### config.mk
export PLATFORM = sky130hd
export DESIGN_NAME = axi_bram_slave_flat
export DESIGN_NICKNAME = d
export VERILOG_FILES = /design/src/rtl/axi_bram_slave_if.sv /design/src/rtl/axi_bram_slave.sv /design/src/flat_wrapper.sv
export SDC_FILE = /design/constraint.sdc
export NUM_CORES = 1
export LEC_CHECK = 0
export CAP_MARGIN = 10
export CORE_ASPECT_RATIO = 0.5
export CORE_MARGIN = 5
export CORE_UTILIZATION = 25
export CTS_BUF_LIST = sky130_fd_sc_hd__clkbuf_16
export DETAILED_ROUTE_END_ITERATION = 10
export HOLD_SLACK_MARGIN = 0.1
export PLACE_DENSITY_LB_ADDON = 0.25
export SYNTH_ARGS = -nofsm -noshare
export SYNTH_HDL_FRONTEND = slang
export SYNTH_SLANG_ARGS = --single-unit
### constraint.sdc
create_clock -name axi_aclk -period 5.35 [get_ports axi_aclk]
set_clock_uncertainty 0.05 [all_clocks]
set_input_delay 0.8025 -clock axi_aclk [delete_from_list [all_inputs] [get_ports axi_aclk]]
set_output_delay 0.8025 -clock axi_aclk [all_outputs]
set_load 0.02 [all_outputs]
### src/rtl/axi_bram_slave_if.sv
// axi_bram_slave_if: AXI4 slave channels plus the single-port BRAM port of axi_bram_slave
interface axi_bram_slave_if;
  logic [31:0] s_axi_awaddr;
  logic [7:0]  s_axi_awlen;
  logic [2:0]  s_axi_awsize;
  logic [1:0]  s_axi_awburst;
  logic [2:0]  s_axi_awprot;
  logic        s_axi_awlock;
  logic [3:0]  s_axi_awcache;
  logic        s_axi_awvalid;
  logic        s_axi_awready;
  logic [31:0] s_axi_wdata;
  logic [3:0]  s_axi_wstrb;
  logic        s_axi_wlast;
  logic        s_axi_wvalid;
  logic        s_axi_wready;
  logic [1:0]  s_axi_bresp;
  logic        s_axi_bvalid;
  logic        s_axi_bready;
  logic [31:0] s_axi_araddr;
  logic [7:0]  s_axi_arlen;
  logic [2:0]  s_axi_arsize;
  logic [1:0]  s_axi_arburst;
  logic [2:0]  s_axi_arprot;
  logic        s_axi_arlock;
  logic [3:0]  s_axi_arcache;
  logic        s_axi_arvalid;
  logic        s_axi_arready;
  logic [31:0] s_axi_rdata;
  logic [1:0]  s_axi_rresp;
  logic        s_axi_rlast;
  logic        s_axi_rvalid;
  logic        s_axi_rready;
  logic        bram_en;
  logic [3:0]  bram_we;
  logic [31:0] bram_addr;
  logic [31:0] bram_wrdata;
  logic [31:0] bram_rddata;
  modport slave (
    input  s_axi_awaddr, s_axi_awlen, s_axi_awsize, s_axi_awburst, s_axi_awprot, s_axi_awlock,
           s_axi_awcache, s_axi_awvalid, s_axi_wdata, s_axi_wstrb, s_axi_wlast, s_axi_wvalid,
           s_axi_bready, s_axi_araddr, s_axi_arlen, s_axi_arsize, s_axi_arburst, s_axi_arprot,
           s_axi_arlock, s_axi_arcache, s_axi_arvalid, s_axi_rready, bram_rddata,
    output s_axi_awready, s_axi_wready, s_axi_bresp, s_axi_bvalid, s_axi_arready, s_axi_rdata,
           s_axi_rresp, s_axi_rlast, s_axi_rvalid, bram_en, bram_we, bram_addr, bram_wrdata
  );
  modport master (
    output s_axi_awaddr, s_axi_awlen, s_axi_awsize, s_axi_awburst, s_axi_awprot, s_axi_awlock,
           s_axi_awcache, s_axi_awvalid, s_axi_wdata, s_axi_wstrb, s_axi_wlast, s_axi_wvalid,
           s_axi_bready, s_axi_araddr, s_axi_arlen, s_axi_arsize, s_axi_arburst, s_axi_arprot,
           s_axi_arlock, s_axi_arcache, s_axi_arvalid, s_axi_rready, bram_rddata,
    input  s_axi_awready, s_axi_wready, s_axi_bresp, s_axi_bvalid, s_axi_arready, s_axi_rdata,
           s_axi_rresp, s_axi_rlast, s_axi_rvalid, bram_en, bram_we, bram_addr, bram_wrdata
  );
endinterface

### src/rtl/axi_bram_slave.sv
// axi_bram_slave: AXI4 burst slave serving one transaction at a time from a single-port BRAM
module axi_bram_slave #(
  parameter int C_ADDR_WIDTH = 12
) (
  input logic axi_aclk,
  input logic axi_areset,
  axi_bram_slave_if.slave bus
);
  typedef enum logic [2:0] {IDLE, WR_DATA, WR_RESP, RD_ISSUE, RD_WAIT, RD_DATA} state_t;
  state_t state, state_nx;
  logic [C_ADDR_WIDTH-1:0] addr, addr_nx;
  logic [7:0] len, cnt;
  logic [2:0] size;
  logic [1:0] burst;
  logic err, last_wr, grant_w, grant_r, w_beat, r_beat, at_len, unused;
  // last_wr remembers the direction serviced last so a simultaneous request goes the other way
  assign grant_w = bus.s_axi_awvalid & (~bus.s_axi_arvalid | ~last_wr);
  assign grant_r = bus.s_axi_arvalid & ~grant_w;
  assign bus.s_axi_awready = (state == IDLE) & grant_w;
  assign bus.s_axi_arready = (state == IDLE) & grant_r;
  assign bus.s_axi_wready = state == WR_DATA;
  assign bus.s_axi_bvalid = state == WR_RESP;
  assign bus.s_axi_bresp = (bus.s_axi_bvalid & err) ? 2'b10 : 2'b00;
  assign bus.s_axi_rvalid = state == RD_DATA;
  assign bus.s_axi_rresp = 2'b00;
  assign at_len = cnt == len;
  assign bus.s_axi_rlast = bus.s_axi_rvalid & at_len;
  assign w_beat = bus.s_axi_wready & bus.s_axi_wvalid;
  assign r_beat = bus.s_axi_rvalid & bus.s_axi_rready;
  assign addr_nx = (burst == 2'b00) ? addr : addr + (C_ADDR_WIDTH'(1) << size);
  assign unused = ^{bus.s_axi_awaddr[31:C_ADDR_WIDTH], bus.s_axi_araddr[31:C_ADDR_WIDTH],
                    bus.s_axi_awprot, bus.s_axi_arprot, bus.s_axi_awlock, bus.s_axi_arlock,
                    bus.s_axi_awcache, bus.s_axi_arcache};
  always_ff @(posedge axi_aclk)
    state <= axi_areset ? IDLE : state_nx;
  always_comb begin
    state_nx = state;
    case (state)
      IDLE:     state_nx = bus.s_axi_awready ? WR_DATA : bus.s_axi_arready ? RD_ISSUE : IDLE;
      WR_DATA:  state_nx = (w_beat && at_len) ? WR_RESP : WR_DATA;
      WR_RESP:  state_nx = bus.s_axi_bready ? IDLE : WR_RESP;
      RD_ISSUE: state_nx = RD_WAIT;
      RD_WAIT:  state_nx = RD_DATA;
      RD_DATA:  state_nx = r_beat ? (at_len ? IDLE : RD_ISSUE) : RD_DATA;
      default:  state_nx = IDLE;
    endcase
  end
  always_ff @(posedge axi_aclk) begin
    if (axi_areset) begin
      addr <= '0;
      len <= '0;
      cnt <= '0;
      size <= '0;
      burst <= '0;
      err <= 1'b0;
      last_wr <= 1'b0;
      bus.s_axi_rdata <= '0;
      bus.bram_en <= 1'b0;
      bus.bram_we <= '0;
      bus.bram_addr <= '0;
      bus.bram_wrdata <= '0;
    end else begin
      bus.bram_en <= 1'b0;
      bus.bram_we <= '0;
      if (bus.s_axi_awready) begin
        addr <= bus.s_axi_awaddr[C_ADDR_WIDTH-1:0];
        len <= bus.s_axi_awlen;
        size <= bus.s_axi_awsize;
        burst <= bus.s_axi_awburst;
        cnt <= '0;
        last_wr <= 1'b1;
      end
      if (bus.s_axi_arready) begin
        addr <= bus.s_axi_araddr[C_ADDR_WIDTH-1:0];
        len <= bus.s_axi_arlen;
        size <= bus.s_axi_arsize;
        burst <= bus.s_axi_arburst;
        cnt <= '0;
        last_wr <= 1'b0;
        bus.bram_en <= 1'b1;
        bus.bram_addr <= 32'({bus.s_axi_araddr[C_ADDR_WIDTH-1:2], 2'b00});
      end
      if (w_beat) begin
        bus.bram_en <= 1'b1;
        bus.bram_we <= bus.s_axi_wstrb;
        bus.bram_addr <= 32'({addr[C_ADDR_WIDTH-1:2], 2'b00});
        bus.bram_wrdata <= bus.s_axi_wdata;
        addr <= addr_nx;
        cnt <= cnt + 8'd1;
        if (bus.s_axi_wlast != at_len) err <= 1'b1;
      end
      if (bus.s_axi_bvalid && bus.s_axi_bready) err <= 1'b0;
      if (state == RD_WAIT) bus.s_axi_rdata <= bus.bram_rddata;
      if (r_beat && !at_len) begin
        addr <= addr_nx;
        cnt <= cnt + 8'd1;
        bus.bram_en <= 1'b1;
        bus.bram_addr <= 32'({addr_nx[C_ADDR_WIDTH-1:2], 2'b00});
      end
    end
  end
endmodule

### src/flat_wrapper.sv
// flat-port wrapper written by rule: the top's interface ports become plain ports
module axi_bram_slave_flat 
#(
  parameter int C_ADDR_WIDTH = 12
)
  (axi_aclk, axi_areset, bus_s_axi_awaddr, bus_s_axi_awlen, bus_s_axi_awsize, bus_s_axi_awburst, bus_s_axi_awprot, bus_s_axi_awlock, bus_s_axi_awcache, bus_s_axi_awvalid, bus_s_axi_wdata, bus_s_axi_wstrb, bus_s_axi_wlast, bus_s_axi_wvalid, bus_s_axi_bready, bus_s_axi_araddr, bus_s_axi_arlen, bus_s_axi_arsize, bus_s_axi_arburst, bus_s_axi_arprot, bus_s_axi_arlock, bus_s_axi_arcache, bus_s_axi_arvalid, bus_s_axi_rready, bus_bram_rddata, bus_s_axi_awready, bus_s_axi_wready, bus_s_axi_bresp, bus_s_axi_bvalid, bus_s_axi_arready, bus_s_axi_rdata, bus_s_axi_rresp, bus_s_axi_rlast, bus_s_axi_rvalid, bus_bram_en, bus_bram_we, bus_bram_addr, bus_bram_wrdata);
  axi_bram_slave_if bus_i ();
  input logic axi_aclk;
  input logic axi_areset;
  input wire logic [$bits(bus_i.s_axi_awaddr)-1:0] bus_s_axi_awaddr;
  input wire logic [$bits(bus_i.s_axi_awlen)-1:0] bus_s_axi_awlen;
  input wire logic [$bits(bus_i.s_axi_awsize)-1:0] bus_s_axi_awsize;
  input wire logic [$bits(bus_i.s_axi_awburst)-1:0] bus_s_axi_awburst;
  input wire logic [$bits(bus_i.s_axi_awprot)-1:0] bus_s_axi_awprot;
  input wire logic [$bits(bus_i.s_axi_awlock)-1:0] bus_s_axi_awlock;
  input wire logic [$bits(bus_i.s_axi_awcache)-1:0] bus_s_axi_awcache;
  input wire logic [$bits(bus_i.s_axi_awvalid)-1:0] bus_s_axi_awvalid;
  input wire logic [$bits(bus_i.s_axi_wdata)-1:0] bus_s_axi_wdata;
  input wire logic [$bits(bus_i.s_axi_wstrb)-1:0] bus_s_axi_wstrb;
  input wire logic [$bits(bus_i.s_axi_wlast)-1:0] bus_s_axi_wlast;
  input wire logic [$bits(bus_i.s_axi_wvalid)-1:0] bus_s_axi_wvalid;
  input wire logic [$bits(bus_i.s_axi_bready)-1:0] bus_s_axi_bready;
  input wire logic [$bits(bus_i.s_axi_araddr)-1:0] bus_s_axi_araddr;
  input wire logic [$bits(bus_i.s_axi_arlen)-1:0] bus_s_axi_arlen;
  input wire logic [$bits(bus_i.s_axi_arsize)-1:0] bus_s_axi_arsize;
  input wire logic [$bits(bus_i.s_axi_arburst)-1:0] bus_s_axi_arburst;
  input wire logic [$bits(bus_i.s_axi_arprot)-1:0] bus_s_axi_arprot;
  input wire logic [$bits(bus_i.s_axi_arlock)-1:0] bus_s_axi_arlock;
  input wire logic [$bits(bus_i.s_axi_arcache)-1:0] bus_s_axi_arcache;
  input wire logic [$bits(bus_i.s_axi_arvalid)-1:0] bus_s_axi_arvalid;
  input wire logic [$bits(bus_i.s_axi_rready)-1:0] bus_s_axi_rready;
  input wire logic [$bits(bus_i.bram_rddata)-1:0] bus_bram_rddata;
  output wire logic [$bits(bus_i.s_axi_awready)-1:0] bus_s_axi_awready;
  output wire logic [$bits(bus_i.s_axi_wready)-1:0] bus_s_axi_wready;
  output wire logic [$bits(bus_i.s_axi_bresp)-1:0] bus_s_axi_bresp;
  output wire logic [$bits(bus_i.s_axi_bvalid)-1:0] bus_s_axi_bvalid;
  output wire logic [$bits(bus_i.s_axi_arready)-1:0] bus_s_axi_arready;
  output wire logic [$bits(bus_i.s_axi_rdata)-1:0] bus_s_axi_rdata;
  output wire logic [$bits(bus_i.s_axi_rresp)-1:0] bus_s_axi_rresp;
  output wire logic [$bits(bus_i.s_axi_rlast)-1:0] bus_s_axi_rlast;
  output wire logic [$bits(bus_i.s_axi_rvalid)-1:0] bus_s_axi_rvalid;
  output wire logic [$bits(bus_i.bram_en)-1:0] bus_bram_en;
  output wire logic [$bits(bus_i.bram_we)-1:0] bus_bram_we;
  output wire logic [$bits(bus_i.bram_addr)-1:0] bus_bram_addr;
  output wire logic [$bits(bus_i.bram_wrdata)-1:0] bus_bram_wrdata;
  assign bus_i.s_axi_awaddr = bus_s_axi_awaddr;
  assign bus_i.s_axi_awlen = bus_s_axi_awlen;
  assign bus_i.s_axi_awsize = bus_s_axi_awsize;
  assign bus_i.s_axi_awburst = bus_s_axi_awburst;
  assign bus_i.s_axi_awprot = bus_s_axi_awprot;
  assign bus_i.s_axi_awlock = bus_s_axi_awlock;
  assign bus_i.s_axi_awcache = bus_s_axi_awcache;
  assign bus_i.s_axi_awvalid = bus_s_axi_awvalid;
  assign bus_i.s_axi_wdata = bus_s_axi_wdata;
  assign bus_i.s_axi_wstrb = bus_s_axi_wstrb;
  assign bus_i.s_axi_wlast = bus_s_axi_wlast;
  assign bus_i.s_axi_wvalid = bus_s_axi_wvalid;
  assign bus_i.s_axi_bready = bus_s_axi_bready;
  assign bus_i.s_axi_araddr = bus_s_axi_araddr;
  assign bus_i.s_axi_arlen = bus_s_axi_arlen;
  assign bus_i.s_axi_arsize = bus_s_axi_arsize;
  assign bus_i.s_axi_arburst = bus_s_axi_arburst;
  assign bus_i.s_axi_arprot = bus_s_axi_arprot;
  assign bus_i.s_axi_arlock = bus_s_axi_arlock;
  assign bus_i.s_axi_arcache = bus_s_axi_arcache;
  assign bus_i.s_axi_arvalid = bus_s_axi_arvalid;
  assign bus_i.s_axi_rready = bus_s_axi_rready;
  assign bus_i.bram_rddata = bus_bram_rddata;
  assign bus_s_axi_awready = bus_i.s_axi_awready;
  assign bus_s_axi_wready = bus_i.s_axi_wready;
  assign bus_s_axi_bresp = bus_i.s_axi_bresp;
  assign bus_s_axi_bvalid = bus_i.s_axi_bvalid;
  assign bus_s_axi_arready = bus_i.s_axi_arready;
  assign bus_s_axi_rdata = bus_i.s_axi_rdata;
  assign bus_s_axi_rresp = bus_i.s_axi_rresp;
  assign bus_s_axi_rlast = bus_i.s_axi_rlast;
  assign bus_s_axi_rvalid = bus_i.s_axi_rvalid;
  assign bus_bram_en = bus_i.bram_en;
  assign bus_bram_we = bus_i.bram_we;
  assign bus_bram_addr = bus_i.bram_addr;
  assign bus_bram_wrdata = bus_i.bram_wrdata;
  axi_bram_slave #(.C_ADDR_WIDTH(C_ADDR_WIDTH)) u_core (.axi_aclk(axi_aclk), .axi_areset(axi_areset), .bus(bus_i));
endmodule
Word-level counts from Yosys, hierarchy flattened:

Cells that the tools add are included.
W data, S select, Z words.

* input port bits: 182
* output and inout port bits: 111
* word-level logic and storage cells: 78
* flip-flop bits (word level): 117

* multiplexer cells: 29
* shifts and indexed selects: 1
* $add $sub $neg: 2
* eq/ne operators: 7
* reductions and logical operators: 13
* bitwise operators: 13

Operator list (count)
* $mux W12: 8
* $mux W8: 6
* $pmux W3 S6: 1
* $mux W2: 7
* $add A12 B12 Y12: 1
* $mux W3: 4
* $shl A1 B3 Y12 const A: 1
* $add A8 B1 Y8 const B: 1
* $and A1 B1 Y1: 8
* $eq A8 B8 Y1: 1
* $eq A3 B2 Y1 const B: 2
* $eq A3 B3 Y1 const B: 2
* $reduce_or A2 Y1: 3
* $not A1 Y1: 4
* $reduce_bool A4 Y1: 1
* $eq A3 B1 Y1 const B: 1
* $logic_and A1 B1 Y1: 3
* $logic_not A3 Y1: 1
* $mux W1: 3
* $reduce_bool A3 Y1: 1
* $logic_not A2 Y1: 1
* $reduce_and A2 Y1: 1
* $reduce_bool A2 Y1: 1
* $logic_not A1 Y1: 1
* 2 further kinds: 2

Depth between registers and ports, before layout:

* word-level depth: 9
* gate-level depth with buffers: 11
* depth with buffers taken out: 10

Least setup slack after synthesis:

OpenSTA, ideal clock, no wires.

* path kind: register to register
* start point: register u_core.size[2]
* end point: register u_core.bus.bram_addr[8] in the netlist's numbering
* stages on the path, launching flop included: 12
* data required time: 5226 ps
* library setup time: 74 ps
* path buffers: 1
* period minus slack after synthesis: 2560 ps
* slack: 2790 ps
* arrival time: 2436 ps
* cell sequence: dfxtp_1 clkbuf_1 nor3_1 ha_1 inv_1 fa_1 nor2b_1 o31a_1 nor4_1 or3_1 or3_1 a31oi_1

* cells in the longest elaborated chain, start to end: 4

RTL lines
* from (decl): RTL line axi_bram_slave.sv:13 `logic [2:0] size;`
* from (signal assigned): RTL line axi_bram_slave.sv:68 `size <= bus.s_axi_awsize;`
* from (signal assigned): RTL line axi_bram_slave.sv:76 `size <= bus.s_axi_arsize;`
* $shl A1 B3 Y12: RTL line axi_bram_slave.sv:30 `assign addr_nx = (burst == 2'b00) ? addr : addr + (C_ADDR_WIDTH'(1) << size);`
* $add A12 B12 Y12: RTL line axi_bram_slave.sv:30
* $mux W12: RTL line axi_bram_slave.sv:30
* $mux W12: RTL line axi_bram_slave.sv:94 `if (r_beat && !at_len) begin`
* to (signal assigned): RTL line axi_bram_slave.sv:81 `bus.bram_addr <= 32'({bus.s_axi_araddr[C_ADDR_WIDTH-1:2], 2'b00});`
* to (signal assigned): RTL line axi_bram_slave.sv:86 `bus.bram_addr <= 32'({addr[C_ADDR_WIDTH-1:2], 2'b00});`
* to (signal assigned): RTL line axi_bram_slave.sv:98 `bus.bram_addr <= 32'({addr_nx[C_ADDR_WIDTH-1:2], 2'b00});`
* to (decl): RTL line axi_bram_slave_if.sv:45 `s_axi_rresp, s_axi_rlast, s_axi_rvalid, bram_en, bram_we, bram_addr, bram_wrdata`

Every way passes these cells.
A chain may end at the register's enable or synchronous reset.

Final worst setup path:

* start point: input port bus_s_axi_awvalid
* end point: output port bus_s_axi_arready

* cells in the longest elaborated chain, start to end: 4

RTL lines
* from (decl): RTL line flat_wrapper.sv:17 `input wire logic [$bits(bus_i.s_axi_awvalid)-1:0] bus_s_axi_awvalid;`
* $and A1 B1 Y1: RTL line axi_bram_slave.sv:17 `assign grant_w = bus.s_axi_awvalid & (~bus.s_axi_arvalid | ~last_wr);`
* $not A1 Y1: RTL line axi_bram_slave.sv:18 `assign grant_r = bus.s_axi_arvalid & ~grant_w;`
* $and A1 B1 Y1: RTL line axi_bram_slave.sv:18
* $and A1 B1 Y1: RTL line axi_bram_slave.sv:20 `assign bus.s_axi_arready = (state == IDLE) & grant_r;`
* to (decl): RTL line flat_wrapper.sv:37 `output wire logic [$bits(bus_i.s_axi_arready)-1:0] bus_s_axi_arready;`

Every way passes these cells.

==> results.py <==
metrics = {
    "timing": {
        "setup_viol": 0,
        "period_share": 0.656,
        "worst_slew_pin_slew_ns": 1.18,
        "hold_viol": 0,
        "drv_slew": 0,
        "relSlewSlack": 0.216,
        "grt_setup_unrepaired": "false",
        "tns_ns": 0,
        "fin_crit_ns": 3.51,
        "max_freq_mhz": 285,
        "hold_ws_ns": 0.401,
    },
    "placement": {
        "portBuffers": 211,
        "gp_congestion": 0.785,
        "dpl_cell_area_mm2": 0.00778,
        "dpl.hpwl_mm": 13.5,
    },
    "worst_setup_path": {
        "worstPathArrival_ns": 2.66,
        "endpoint_kind": "primary output",
        "reg2reg_to": "u_core.bus.bram_addr[8]$_SDFFE_PP0P_",
        "r2r_cells": 10,
        "crit_path_start": "bus_s_axi_awvalid",
        "crit_path_end": "bus_s_axi_arready",
        "max_stage_delay_ns": 0.71,
        "crit_slowest_cell": "clkdlybuf4s50_1",
        "worst_ep_required_time_ns": 4.50,
        "crit_top_cell": "clkdlybuf4s50_1",
        "criticalPathCategory": "input pin to primary output",
        "r2r-start": "u_core.size[2]$_SDFFE_PP0P_",
        "path_cells": "clkdlybuf4s50_1 > nand2b_1 > nand3_1 > inv_2 > clkdlybuf4s50_1",
        "r2r_setup_slack_ns": 2.55,
        "crit_fanout": 26,
        "start_kind": "input pin",
    },
    "grt": {
        "grt_max_degree": 57,
        "grtUsageTotal": 0.144,
        "grt_pass1_wl_mm": 29.3,
        "antenna_found_initial": 2,
        "grt_pass1_vias": 5328,
        "grt_overflow_total": 0,
    },
    "route": {
        "dr.pass1.iters": 5,
        "vias": 5557,
        "routed_wirelength_mm": 19.0,
        "drt_iter0_drc": 272,
        "routed_via_density": 4.63,
        "routedWlPerCell_um": 15.8,
        "route.detailed.drc": 0,
        "final_antenna_net_count": 0,
    },
    "cells_and_area": {
        "final_util": 0.383,
        "area.growth.synth_to_final_pct": 49.9,
        "nets": 1079,
        "stdcell_area_mm2": 0.00833,
        "final_common_cell": "clkdlybuf4s50_1",
        "drive_gt1_frac": 0.0567,
        "layout_common_cells": "clkdlybuf4s50_1 (210), nand2_1 (185), dfxtp_1 (117)",
    },
    "synthesis": {
        "synth_area_mm2": 0.00556,
        "synthTopCellsByArea": "dfxtp_1 (42%), nand2_1 (12%), a21oi_1 (8.0%)",
        "synth_edf_count": 0,
        "ys_async_sr_fraction": 0,
        "ys_warn_count": 0,
        "avgSynthCellArea_um2": 7.93,
        "ys.flop_type": "dfxtp_1",
        "ys_types": 61,
        "synth_top_area_cell": "dfxtp_1",
        "synthCells": 701,
        "yosysSeqAreaShare": 0.421,
        "synth_top_area_frac": 0.421,
        "ys_seq_elements": 117,
    },
    "status": {
        "outcome": "finished, final reports clean",
    },
    "die": {
        "die_width_um": 221,
        "die_area_mm2": 0.0255,
        "core_area_mm2": 0.0218,
        "io_pins": 293,
        "die_h_um": 115,
        "core.rowCount": 38,
        "start_util": 0.255,
    },
    "clock_network": {
        "cts_hold_buf": 0,
        "h-tree-depth": 4,
        "clkTransAtPathRegs_ns": 0.05,
        "post-cts-setup-buffers": 0,
        "cts_tree": "yes",
        "numCtsBuffers": 17,
        "cts-resized-gates": 0,
        "cts_buffer_depth": 2,
        "clock-sinks": 117,
        "root_buffer": "clkbuf_16",
        "clock_latency_ns": 0.41,
    },
    "run": {
        "max-cap-violations": 0,
    },
    "pwr": {
        "p_leak_nw": 3.09,
        "power_mw": 2.83,
        "power_density_mw_per_mm2": 340,
        "ir_drop_v": 0.000254,
    },
    "hold_path": {
        "hold_path_depth": 2,
        "hold_path_class": "flip-flop to flip-flop",
    },
}
-- cell type report --
cell class / instances / area, µm²
Antenna cell: 2 / 5.00
Inverter: 6 / 22.5
Multi-Input combinational cell: 528 / 2890
Timing Repair Buffer: 217 / 2150
Sequential cell: 117 / 2340
Fill cell: 2246 / 13400
Clock inverter: 14 / 119
Tap cell: 300 / 375
Clock buffer: 17 / 425
-- kinds of logic (layout without fill, tap and decap cells) --
logic type / count (synthesis) / in the layout / synth area share
adders and majority gates: 10 / 10 / 0.0239
other: 1 / 27 / 0.000675
and+or+nand+nor: 295 / 295 / 0.237
DFF: 117 / 117 / 0.421
xor gates and xnor gates: 19 / 19 / 0.0299
muxes: 2 / 2 / 0.00360
buffers and inverters: 80 / 254 / 0.0763
AOI/OAI and AO/OA: 177 / 177 / 0.208
-- critical path: cells and delay by family --
kind	cells	cell delay (ns)
buffers and inverters	3	1.61
and+or+nand+nor	2	0.24
-- how the worst min path moves through the flow --
stage	slack, ns	endpoint	start
5_1_grt	0.42	u_core.bus.s_axi_rdata[0]$_SDFFE_PP0P_	u_core.bus.s_axi_rdata[0]$_SDFFE_PP0P_
4_1_cts	0.40	u_core.bus.s_axi_rdata[0]$_SDFFE_PP0P_	u_core.bus.s_axi_rdata[0]$_SDFFE_PP0P_
3_3_place_gp	0.39	u_core.bus.bram_wrdata[25]$_SDFFE_PP0P_	u_core.bus.bram_wrdata[25]$_SDFFE_PP0P_
2_1_floorplan	0.40	u_core.cnt[7]$_SDFFE_PP0P_	u_core.cnt[7]$_SDFFE_PP0P_
3_5_place_dp	0.40	u_core.bus.s_axi_rdata[0]$_SDFFE_PP0P_	u_core.bus.s_axi_rdata[0]$_SDFFE_PP0P_
6_report	0.40	u_core.bus.s_axi_rdata[0]$_SDFFE_PP0P_	u_core.bus.s_axi_rdata[0]$_SDFFE_PP0P_
-- flip-flops by register name, indices dropped and copies added, names as in the netlist --
register and flops:
u_core.addr 12, u_core.burst 2, u_core.bus.bram_addr 10, u_core.bus.bram_en 1, u_core.bus.bram_we 4, u_core.bus.bram_wrdata 32
u_core.bus.s_axi_rdata 32, u_core.cnt 8, u_core.err 1, u_core.last_wr 1, u_core.len 8, u_core.size 3
u_core.state 3
-- per-layer routing --
metal / GRT usage / vias up / part of all wire
met4: 0.0462 / 0 / 0.018
li1: - / 2760 / -
met2: 0.258 / 140 / 0.51
met5: 0 / - / 0
met1: 0.173 / 2639 / 0.42
met3: 0.0352 / 18 / 0.052
-- metrics by stage --
stage               instances  setup WS [ns]
global route             1201           1.72
detailed placement       1168           1.86
floorplan                 725           2.79
global placement         1168           1.87
finish                   1201           1.84
CTS                      1199           1.86
-- power by group --
part / internal, mW / switching, mW / leakage (nW)
Combinational: 0.317 / 0.408 / 1.87
Sequential: 0.955 / 0.0746 / 0.954
Clock: 0.668 / 0.408 / 0.265
Total: 1.94 / 0.891 / 3.09
-- synth_stat cells (all sizes together), types with 2 or more instances --
master,count
nand3,12
nand2b,5
nand3b,3
and3b,2
nor4,4
a22o,2
nor2b,3
buf,40
a31oi,7
a211oi,15
o211ai,6
dfxtp,117
nand4,2
xor2,11
ha,9
a21oi,90
o221ai,8
a311oi,13
xnor2,8
nor3b,3
or3,4
o21a,5
nor2,42
and3,12
a211o,2
clkbuf,34
o31ai,3
a222oi,2
o211a,4
mux2i,2
o21ai,7
a221oi,2
and2,2
o221a,4
inv,6
nor3,11
nand2,186
Note: power is estimated with default switching activity, not from simulation.
